`src/rtl/fpga_imem_pkg.sv`:
```
// Shared types for the imem port-B load controller: checker states and the
// round-robin pointer used when host and checker contend for the port.
package fpga_imem_pkg;

  typedef enum logic [1:0] {
    IDLE  = 2'd0,
    RUN   = 2'd1,
    DRAIN = 2'd2,
    DONE  = 2'd3
  } chk_state_e;

  typedef enum logic {
    PTR_HOST = 1'b0,
    PTR_CHK  = 1'b1
  } rr_ptr_e;

  localparam int CHK_SUM_W = 32;

  // After a contended cycle, favour whoever lost it.
  function automatic rr_ptr_e rr_next(input logic host_won);
    return host_won ? PTR_CHK : PTR_HOST;
  endfunction

endpackage

```
`src/rtl/imem_chk_engine.sv`:
```
// Checksum engine: walks addresses 0..len-1 through the shared port and
// accumulates the returned words modulo 2^32.
module imem_chk_engine
  import fpga_imem_pkg::*;
#(
  parameter int ADDR_W = 13,
  parameter int DATA_W = 32
) (
  input  logic                 core_clk,
  input  logic                 cptra_rst_b,
  input  logic                 chk_start,
  input  logic [ADDR_W:0]      chk_len,
  input  logic                 chk_gnt,
  input  logic [DATA_W-1:0]    bram_rdata,
  output logic                 chk_req,
  output logic [ADDR_W-1:0]    chk_addr,
  output logic                 chk_busy,
  output logic                 chk_done,
  output logic [CHK_SUM_W-1:0] chk_sum
);

  localparam logic [ADDR_W:0] LEN_MAX = {1'b1, {ADDR_W{1'b0}}};

  chk_state_e             state_reg, state_next;
  logic [ADDR_W:0]        cnt_reg, cnt_next;
  logic [ADDR_W:0]        len_reg, len_next;
  logic [CHK_SUM_W-1:0]   sum_reg, sum_next;
  logic                   rd_pend_reg;
  logic [CHK_SUM_W-1:0]   word32;
  logic [ADDR_W:0]        len_clamped;

  if (DATA_W >= CHK_SUM_W) begin : g_trunc
    assign word32 = bram_rdata[CHK_SUM_W-1:0];
  end else begin : g_zext
    assign word32 = {{(CHK_SUM_W-DATA_W){1'b0}}, bram_rdata};
  end

  // The counter is one bit wider than the address so a full-depth run
  // terminates on the compare instead of wrapping.
  assign len_clamped = (chk_len > LEN_MAX) ? LEN_MAX : chk_len;
  assign chk_addr    = cnt_reg[ADDR_W-1:0];
  assign chk_sum     = sum_reg;

  always_comb begin
    state_next = state_reg;
    cnt_next   = cnt_reg;
    len_next   = len_reg;
    sum_next   = rd_pend_reg ? (sum_reg + word32) : sum_reg;
    chk_req    = 1'b0;
    chk_busy   = 1'b0;
    chk_done   = 1'b0;
    case (state_reg)
      IDLE: begin
        if (chk_start) begin
          sum_next   = '0;
          cnt_next   = '0;
          len_next   = len_clamped;
          state_next = (chk_len == '0) ? DONE : RUN;
        end
      end
      RUN: begin
        chk_req  = 1'b1;
        chk_busy = 1'b1;
        if (chk_gnt) begin
          cnt_next = cnt_reg + 1'b1;
          if (cnt_reg == len_reg - 1'b1) state_next = DRAIN;
        end
      end
      DRAIN: begin
        // The last read's data is accumulated on this cycle's edge.
        chk_busy = 1'b1;
        if (rd_pend_reg) state_next = DONE;
      end
      DONE: begin
        chk_done   = 1'b1;
        state_next = IDLE;
      end
      default: state_next = IDLE;
    endcase
  end

  always_ff @(posedge core_clk or negedge cptra_rst_b) begin
    if (!cptra_rst_b) begin
      state_reg   <= IDLE;
      cnt_reg     <= '0;
      len_reg     <= '0;
      sum_reg     <= '0;
      rd_pend_reg <= 1'b0;
    end else begin
      state_reg   <= state_next;
      cnt_reg     <= cnt_next;
      len_reg     <= len_next;
      sum_reg     <= sum_next;
      rd_pend_reg <= chk_req && chk_gnt;
    end
  end

endmodule

```
`src/rtl/imem_load_ctrl.sv`:
```
// imem BRAM port-B controller: arbitrates host accesses against the checksum
// engine, enforces the ROM write lock and returns host read data.
module imem_load_ctrl
  import fpga_imem_pkg::*;
#(
  parameter int ADDR_W = 13,
  parameter int DATA_W = 32
) (
  input  logic                 core_clk,
  input  logic                 cptra_rst_b,
  input  logic                 host_req,
  input  logic [3:0]           host_we,
  input  logic [ADDR_W-1:0]    host_addr,
  input  logic [DATA_W-1:0]    host_wdata,
  output logic                 host_gnt,
  output logic                 host_rvalid,
  output logic [DATA_W-1:0]    host_rdata,
  output logic                 host_err,
  input  logic                 rom_lock,
  input  logic                 chk_start,
  input  logic [ADDR_W:0]      chk_len,
  output logic                 chk_busy,
  output logic                 chk_done,
  output logic [CHK_SUM_W-1:0] chk_sum,
  output logic                 bram_en,
  output logic [3:0]           bram_we,
  output logic [ADDR_W-1:0]    bram_addr,
  output logic [DATA_W-1:0]    bram_wdata,
  input  logic [DATA_W-1:0]    bram_rdata
);

  rr_ptr_e             rr_ptr_reg, rr_ptr_next;
  logic                host_rd_pend_reg;
  logic                host_rvalid_reg;
  logic [DATA_W-1:0]   host_rdata_reg;
  logic                chk_req, chk_win, host_win, locked_wr;
  logic [ADDR_W-1:0]   chk_addr;

  imem_chk_engine #(
    .ADDR_W (ADDR_W),
    .DATA_W (DATA_W)
  ) u_chk_engine (
    .core_clk    (core_clk),
    .cptra_rst_b (cptra_rst_b),
    .chk_start   (chk_start),
    .chk_len     (chk_len),
    .chk_gnt     (chk_win),
    .bram_rdata  (bram_rdata),
    .chk_req     (chk_req),
    .chk_addr    (chk_addr),
    .chk_busy    (chk_busy),
    .chk_done    (chk_done),
    .chk_sum     (chk_sum)
  );

  // Grants are combinational, so they are also gated by reset to keep every
  // output low while reset is held.
  always_comb begin
    host_win    = 1'b0;
    chk_win     = 1'b0;
    locked_wr   = 1'b0;
    rr_ptr_next = rr_ptr_reg;
    host_gnt    = 1'b0;
    host_err    = 1'b0;
    bram_en     = 1'b0;
    bram_we     = '0;
    bram_addr   = '0;
    bram_wdata  = '0;
    if (cptra_rst_b) begin
      host_win  = host_req && (!chk_req || rr_ptr_reg == PTR_HOST);
      chk_win   = chk_req && !host_win;
      locked_wr = host_win && rom_lock && (host_we != 4'b0);
      if (host_req && chk_req) rr_ptr_next = rr_next(host_win);
      host_gnt = host_win;
      host_err = locked_wr;
      if (host_win && !locked_wr) begin
        bram_en    = 1'b1;
        bram_we    = host_we;
        bram_addr  = host_addr;
        bram_wdata = host_wdata;
      end else if (chk_win) begin
        bram_en   = 1'b1;
        bram_addr = chk_addr;
      end
    end
  end

  always_ff @(posedge core_clk or negedge cptra_rst_b) begin
    if (!cptra_rst_b) begin
      rr_ptr_reg       <= PTR_HOST;
      host_rd_pend_reg <= 1'b0;
      host_rvalid_reg  <= 1'b0;
      host_rdata_reg   <= '0;
    end else begin
      rr_ptr_reg       <= rr_ptr_next;
      host_rd_pend_reg <= host_win && (host_we == 4'b0);
      host_rvalid_reg  <= host_rd_pend_reg;
      if (host_rd_pend_reg) host_rdata_reg <= bram_rdata;
    end
  end

  assign host_rvalid = host_rvalid_reg;
  assign host_rdata  = host_rdata_reg;

endmodule

```
`config.mk`:
```
export PLATFORM = sky130hd
export DESIGN_NAME = imem_load_ctrl
export DESIGN_NICKNAME = d
export VERILOG_FILES = /design/src/rtl/fpga_imem_pkg.sv /design/src/rtl/imem_chk_engine.sv /design/src/rtl/imem_load_ctrl.sv
export SDC_FILE = /design/constraint.sdc
export NUM_CORES = 1
export LEC_CHECK = 0
export ABC_AREA = 1
export BUFFER_PORTS_ARGS = -buffer_cell sky130_fd_sc_hd__buf_2
export CAP_MARGIN = 20
export CORE_AREA = 5 5 143 145
export CTS_CLUSTER_DIAMETER = 100
export DETAILED_ROUTE_END_ITERATION = 12
export DIE_AREA = 0 0 148 150
export PLACE_DENSITY = 0.71
export SYNTH_ARGS = -nofsm -noshare
export SYNTH_HDL_FRONTEND = slang
export SYNTH_HIERARCHICAL = 1
export SYNTH_SLANG_ARGS = --single-unit
```
`constraint.sdc`:
```
create_clock -name core_clk -period 2.6 [get_ports core_clk]
set_input_delay 0.39 -clock core_clk [delete_from_list [all_inputs] [get_ports core_clk]]
set_output_delay 0.39 -clock core_clk [all_outputs]
set_load 0.05 [all_outputs]
```
**Yosys cells after proc, flatten, opt, wreduce, memory -nomap -nowiden**

Index checks and enable logic that the tools add are counted.

- Bits in registers: 98
- Latch bits: 0
- Bits in writable memories: 0
- Bits in read-only memories: 0
- Input port bits: 100
- Output and inout port bits: 119
- Logic and storage cells: 74
- Memories: 0

- Add/subtract/negate cells: 3
- $mul: 0
- Div/mod/pow operators: 0
- $lt $le $gt $ge: 1
- Equal/unequal tests: 8
- Shift-type cells: 0
- Muxes and demuxes: 30
- Bitwise operators: 1
- Reductions and logical operators: 22

Operators with widths:

| kind | count |
|---|---|
| $mux 32 | 5 |
| $mux 14 | 3 |
| $mux 13 | 3 |
| $add 32x32->32 | 1 |
| $pmux 14 s2 | 1 |
| $add 14x1->14 const B | 1 |
| $eq 14x14->1 | 1 |
| $gt 14x14->1 const B | 1 |
| $logic_not 14->1 | 1 |
| $sub 14x1->14 const B | 1 |
| $mux 1 | 10 |
| $mux 2 | 5 |
| $logic_and 1x1->1 | 8 |
| $mux 4 | 2 |
| $pmux 2 s4 | 1 |
| $ne 2x1->1 const B | 3 |
| $eq 2x2->1 const B | 2 |
| $logic_not 4->1 | 1 |
| $reduce_and 2->1 | 2 |
| $reduce_and 4->1 | 1 |
| $reduce_bool 4->1 | 1 |
| $logic_not 1->1 | 3 |
| $reduce_and 3->1 | 1 |
| $eq 2x1->1 const B | 1 |
| 6 further kinds | 6 |

**Longest topological paths before layout**

- Word-level depth: 11
- Gate-level depth with buffers: 21
- Gate-level depth less buffers: 20

**Modules after synthesis**

Netlist, hierarchy kept.

By module, submodules not included:

| module | instances | cells each | area each (µm²) |
|---|---|---|---|
| imem_chk_engine | 1 | 817 | 5413.9 |
| imem_load_ctrl | 1 | 208 | 1848.0 |

**Least setup slack after synthesis**

OpenSTA, ideal clock, no wires.

- Kind: register to register
- Start point: register u_chk_engine.state_reg[1]
- End point: register u_chk_engine.cnt_reg[13]
- Library setup time: 0.117 ns
- Arrival time: 2.254 ns
- Slack: 0.229 ns
- Cell stages (with the launch flop): 21
- Cell sequence: dfrtp_1 inv_1 ha_1 nand2_1 inv_1 nand2_1 inv_1 buf_4 inv_1 nand2_1 nand2_2 nor2_4 inv_2 nor3_4 nand2_2 nor2_4 nand2_4 nor2_4 nand2_2 nor2_1 nor2_1

- Cells in the longest elaborated chain, start to end: 10

RTL lines:

| item | line | text |
|---|---|---|
| start: declaration | imem_chk_engine.sv:24 | `chk_state_e state_reg, state_next;` |
| start signal: assignment | imem_chk_engine.sv:90 | `state_reg <= state_next;` |
| $eq 2x1->1 * | imem_chk_engine.sv:52 | `case (state_reg)` |
| $mux 1 * | imem_chk_engine.sv:52 |  |
| via chk_req | imem_load_ctrl.sv:36 | `logic chk_req, chk_win, host_win, locked_wr;` |
| $logic_not 1->1 | imem_load_ctrl.sv:70 | `host_win = host_req && (!chk_req \|\| rr_ptr_reg == PTR_HOST);` |
| $logic_or 1x1->1 | imem_load_ctrl.sv:70 |  |
| $logic_and 1x1->1 | imem_load_ctrl.sv:70 |  |
| $logic_not 1->1 | imem_load_ctrl.sv:71 | `chk_win = chk_req && !host_win;` |
| $logic_and 1x1->1 * | imem_load_ctrl.sv:71 |  |
| $mux 1 * | imem_load_ctrl.sv:69 | `if (cptra_rst_b) begin` |
| via chk_win | imem_load_ctrl.sv:36 |  |
| $ne 2x1->1 (no source line) * | -- |  |
| $reduce_and 3->1 (no source line) * | -- |  |
| end signal: assignment | imem_chk_engine.sv:91 | `cnt_reg <= cnt_next;` |
| end: declaration | imem_chk_engine.sv:25 | `logic [ADDR_W:0] cnt_reg, cnt_next;` |

The timed path passes the listed nets; every way through them passes the cells marked *.
A chain may end at the register's enable or synchronous reset.

**Worst setup path after layout**

- Start point: input cptra_rst_b
- End point: output bram_wdata[12]

- Cells in the longest elaborated chain, start to end: 1

RTL lines:

| item | line | text |
|---|---|---|
| start: declaration | imem_load_ctrl.sv:10 | `input logic cptra_rst_b,` |
| $mux 32 | imem_load_ctrl.sv:69 |  |
| end: declaration | imem_load_ctrl.sv:28 | `output logic [DATA_W-1:0] bram_wdata,` |

Every way passes these cells.

==> impl_metrics.py <==
metrics = {
    "clocking": {
        "cts_setup_buffers": 0,
        "htreeDepth": 3,
        "cts_tree": "built",
        "max-clock-path-buffers": 2,
        "cts_made_buffers": 9,
        "clkTransAtPathRegs_ns": 0.07,
        "clock-sinks": 98,
        "root_buffer": "clkbuf_16",
        "clock_latency_ns": 0.35,
    },
    "floorplanning": {
        "dieArea_um2": 22200,
        "die_height_um": 150,
        "row_count": 51,
        "die_w_um": 148,
        "top_level_ports": 219,
        "core_um2": 19080,
        "initial_core_util_pct": 38.06,
    },
    "power_and_ir_drop": {
        "p_seq_share_pct": 25.3,
        "cellLeakagePower_nw": 5.163,
        "switchingPower_mw": 4.985,
        "p_clk_share_pct": 14.0,
        "swShare_pct": 53.21,
        "p_per_area_nw_per_um2": 1060,
        "ir_drop_v": 0.0006122,
        "finalPower_mw": 9.368,
        "intPower_mw": 4.383,
        "comb_power_share_pct": 60.7,
    },
    "grt": {
        "grt_pass1_vias": 7125,
        "grt-ovfl-total": 0,
        "grt_use_total_pct": 19.28,
        "grt_pass1_wl_um": 34640,
        "antenna_found_initial": 0,
        "grt_max_degree": 54,
    },
    "timing": {
        "min_period_over_period_pct": 95.96,
        "fin_tns_setup_ns": 0,
        "finalMaxSlewViolations": 0,
        "fin_skew_ns": 0.008520,
        "fin_crit_ns": 2.495,
        "tightest_slew_ns": 0.7073,
        "rsz0062_at_grt": "yes",
        "max_freq_mhz": 400.8,
        "relSlewSlack_pct": 52.84,
        "hold_viol": 0,
        "setup_viol": 0,
    },
    "synthesis": {
        "synth_edf_count": 0,
        "ys_types": 44,
        "syn-num-nets": 1164,
        "synth-seq-cells": 98,
        "syn_area_um2": 7262,
        "seq_area_frac_synth_pct": 33.77,
        "synthFlopType": "dfrtp_1",
        "ys_top_cells_by_area": "dfrtp_1 34%, nand2_1 12%, nor2_1 8.6%",
        "yosys_warnings": 6,
        "synth_top_area_cell": "dfrtp_1",
        "syn_area_per_cell_um2": 7.085,
        "async_flop_share_pct": 100.0,
        "syn_inst": 1025,
        "synth_top_area_share_pct": 33.77,
    },
    "setup_path": {
        "cp.arrival_ns": 2.10,
        "reg2reg_to": "u_chk_engine/cnt_reg[13]",
        "reg2reg_depth": 20,
        "end_kind": "output port",
        "crit_path_cell_trace": "dlygate4sd3_1 > buf_4 > nand2_1 > a21oi_4 > nand2_4 > nor2_1 > buf_2",
        "reg2reg_from": "u_chk_engine/state_reg[1]",
        "cp-startpoint": "cptra_rst_b",
        "critPathMaxFanout": 37,
        "worst-r2r-setup-slack_ns": 0.28,
        "start_kind": "input pin",
        "cpMaxStageDelayCell": "dlygate4sd3_1",
        "slowest_delay_ns": 0.52,
        "worstPathRequired_ns": 2.21,
        "crit_type": "in -> out",
    },
    "hold_path": {
        "min_path_type": "in -> reg",
        "min_from": "chk_start",
        "hold_end": "u_chk_engine/chk_sum[2]",
        "min_path_cells": 2,
    },
    "placed_design": {
        "dp.cells": 1458,
        "gp_congestion": 0.8883,
        "dpl.hpwl_um": 17250,
        "io_buffers": 218,
    },
    "final_layout": {
        "syn2layout_area_growth_pct": 21.71,
        "diodes": 0,
        "final_cell_mix": "223 x nand2_1, 216 x buf_2, 166 x nor2_1, 143 x inv_1, 98 x dfrtp_1",
        "nNetsFinal": 1371,
        "layout_commonest_cell": "nand2_1",
        "drive_gt1_share_pct": 25.06,
        "fin_util_pct": 46.32,
        "finalNonFillerCells": 1475,
    },
    "drt": {
        "drtAntennaViolNets": 0,
        "post_drt_wl_per_cell_um": 14.62,
        "drc_errors": 0,
        "via_count": 7279,
        "drtIter0Drc": 320,
        "totalWireLength_um": 21570,
        "vias_per_cell": 4.935,
        "drt_pass1_iterations": 5,
    },
    "status": {
        "status": "complete, no violations",
    },
    "flow_run": {
        "maxCapViolations": 0,
    },
}
## stage by stage
step	hold WS (ns)	instance area, um2	setup slack (ns)
2_1_floorplan	0.09441	7262	0.2294
4_1_cts	0.2568	8826	0.03111
5_1_grt	0.2720	8838	-0.02042
3_5_place_dp	0.2155	8536	0.2387
6_report	0.2684	8838	0.1051
3_3_place_gp	0.2155	8536	0.3034
## Yosys cell counts, types with 5 or more instances
cell / instances
a21o_1: 5
a21oi_1: 52
buf_4: 18
clkbuf_1: 11
dfrtp_1: 98
ha_1: 38
inv_1: 143
mux2_2: 30
nand2_1: 223
nand2_2: 5
nand3_1: 66
nand4_1: 8
nor2_1: 167
nor3_1: 11
o211ai_1: 7
o21ai_0: 58
o21bai_1: 8
or2_2: 9
xnor2_1: 8
xor2_1: 15
## layer usage
metal / share of wire, % / track usage [%]
met1: 41 / 22.38
met2: 49 / 35.19
met3: 7.4 / 4.482
met4: 2.5 / 6.005
met5: 0 / 0
## power groups by stage
| stage | clock, mW | combinational, mW | sequential (mW) |
|---|---|---|---|
| 6_report | 1.31 | 5.69 | 2.37 |
| 5_1_grt | 1.42 | 6.29 | 2.44 |
| 4_1_cts | 1.35 | 5.69 | 2.38 |
| 3_5_place_dp | 0 | 5.65 | 2.40 |
| 3_3_place_gp | 0 | 5.60 | 2.38 |
| 2_1_floorplan | 0 | 3.15 | 3.48 |
## what timing repair did
item | in CTS | in global routing
gates resized for setup | 0 | 4
endpoints found under the hold margin | 1 | 0
hold buffers | 1 | 0
setup endpoints to repair | 0 | 17
## kinds of logic after synthesis
| family | Yosys count | synth area share, % |
|---|---|---|
| AOI/OAI and AO/OA | 142 | 11.16 |
| xor gates and xnor gates | 23 | 2.774 |
| adders and majority gates | 39 | 6.823 |
| buffers and inverters | 181 | 10.63 |
| DFF | 98 | 33.77 |
| muxes | 32 | 4.962 |
| and+or+nand+nor | 510 | 29.88 |
## cell type report
| cell class | count | area (um2) |
|---|---|---|
| timing repair buffer | 232 | 1216 |
| clock buffer | 11 | 242.7 |
| fill | 1938 | 10240 |
| multi-input combinational | 746 | 4048 |
| inverter | 145 | 544.3 |
| tap | 238 | 297.8 |
| sequential | 98 | 2452 |
| clock inverter | 5 | 37.54 |
## worst max-delay path: cells and delay by family
kind                   cells  cell delay (ns)
AO/OA/AOI/OAI              1             0.17
AND/OR/NAND/NOR            3             0.55
buffers and inverters      3             0.98
## worst max-delay path by stage
stage	cells past startpoint	to	slack (ns)
global placement	15	u_chk_engine/chk_sum[22]	0.30
CTS	7	bram_we[3]	0.03
finish	7	bram_wdata[12]	0.11
global route	7	bram_wdata[12]	-0.02
floorplan	20	u_chk_engine/cnt_reg[13]	0.23
detailed placement	16	u_chk_engine/cnt_reg[12]	0.24
(Power assumes the default switching activity.)
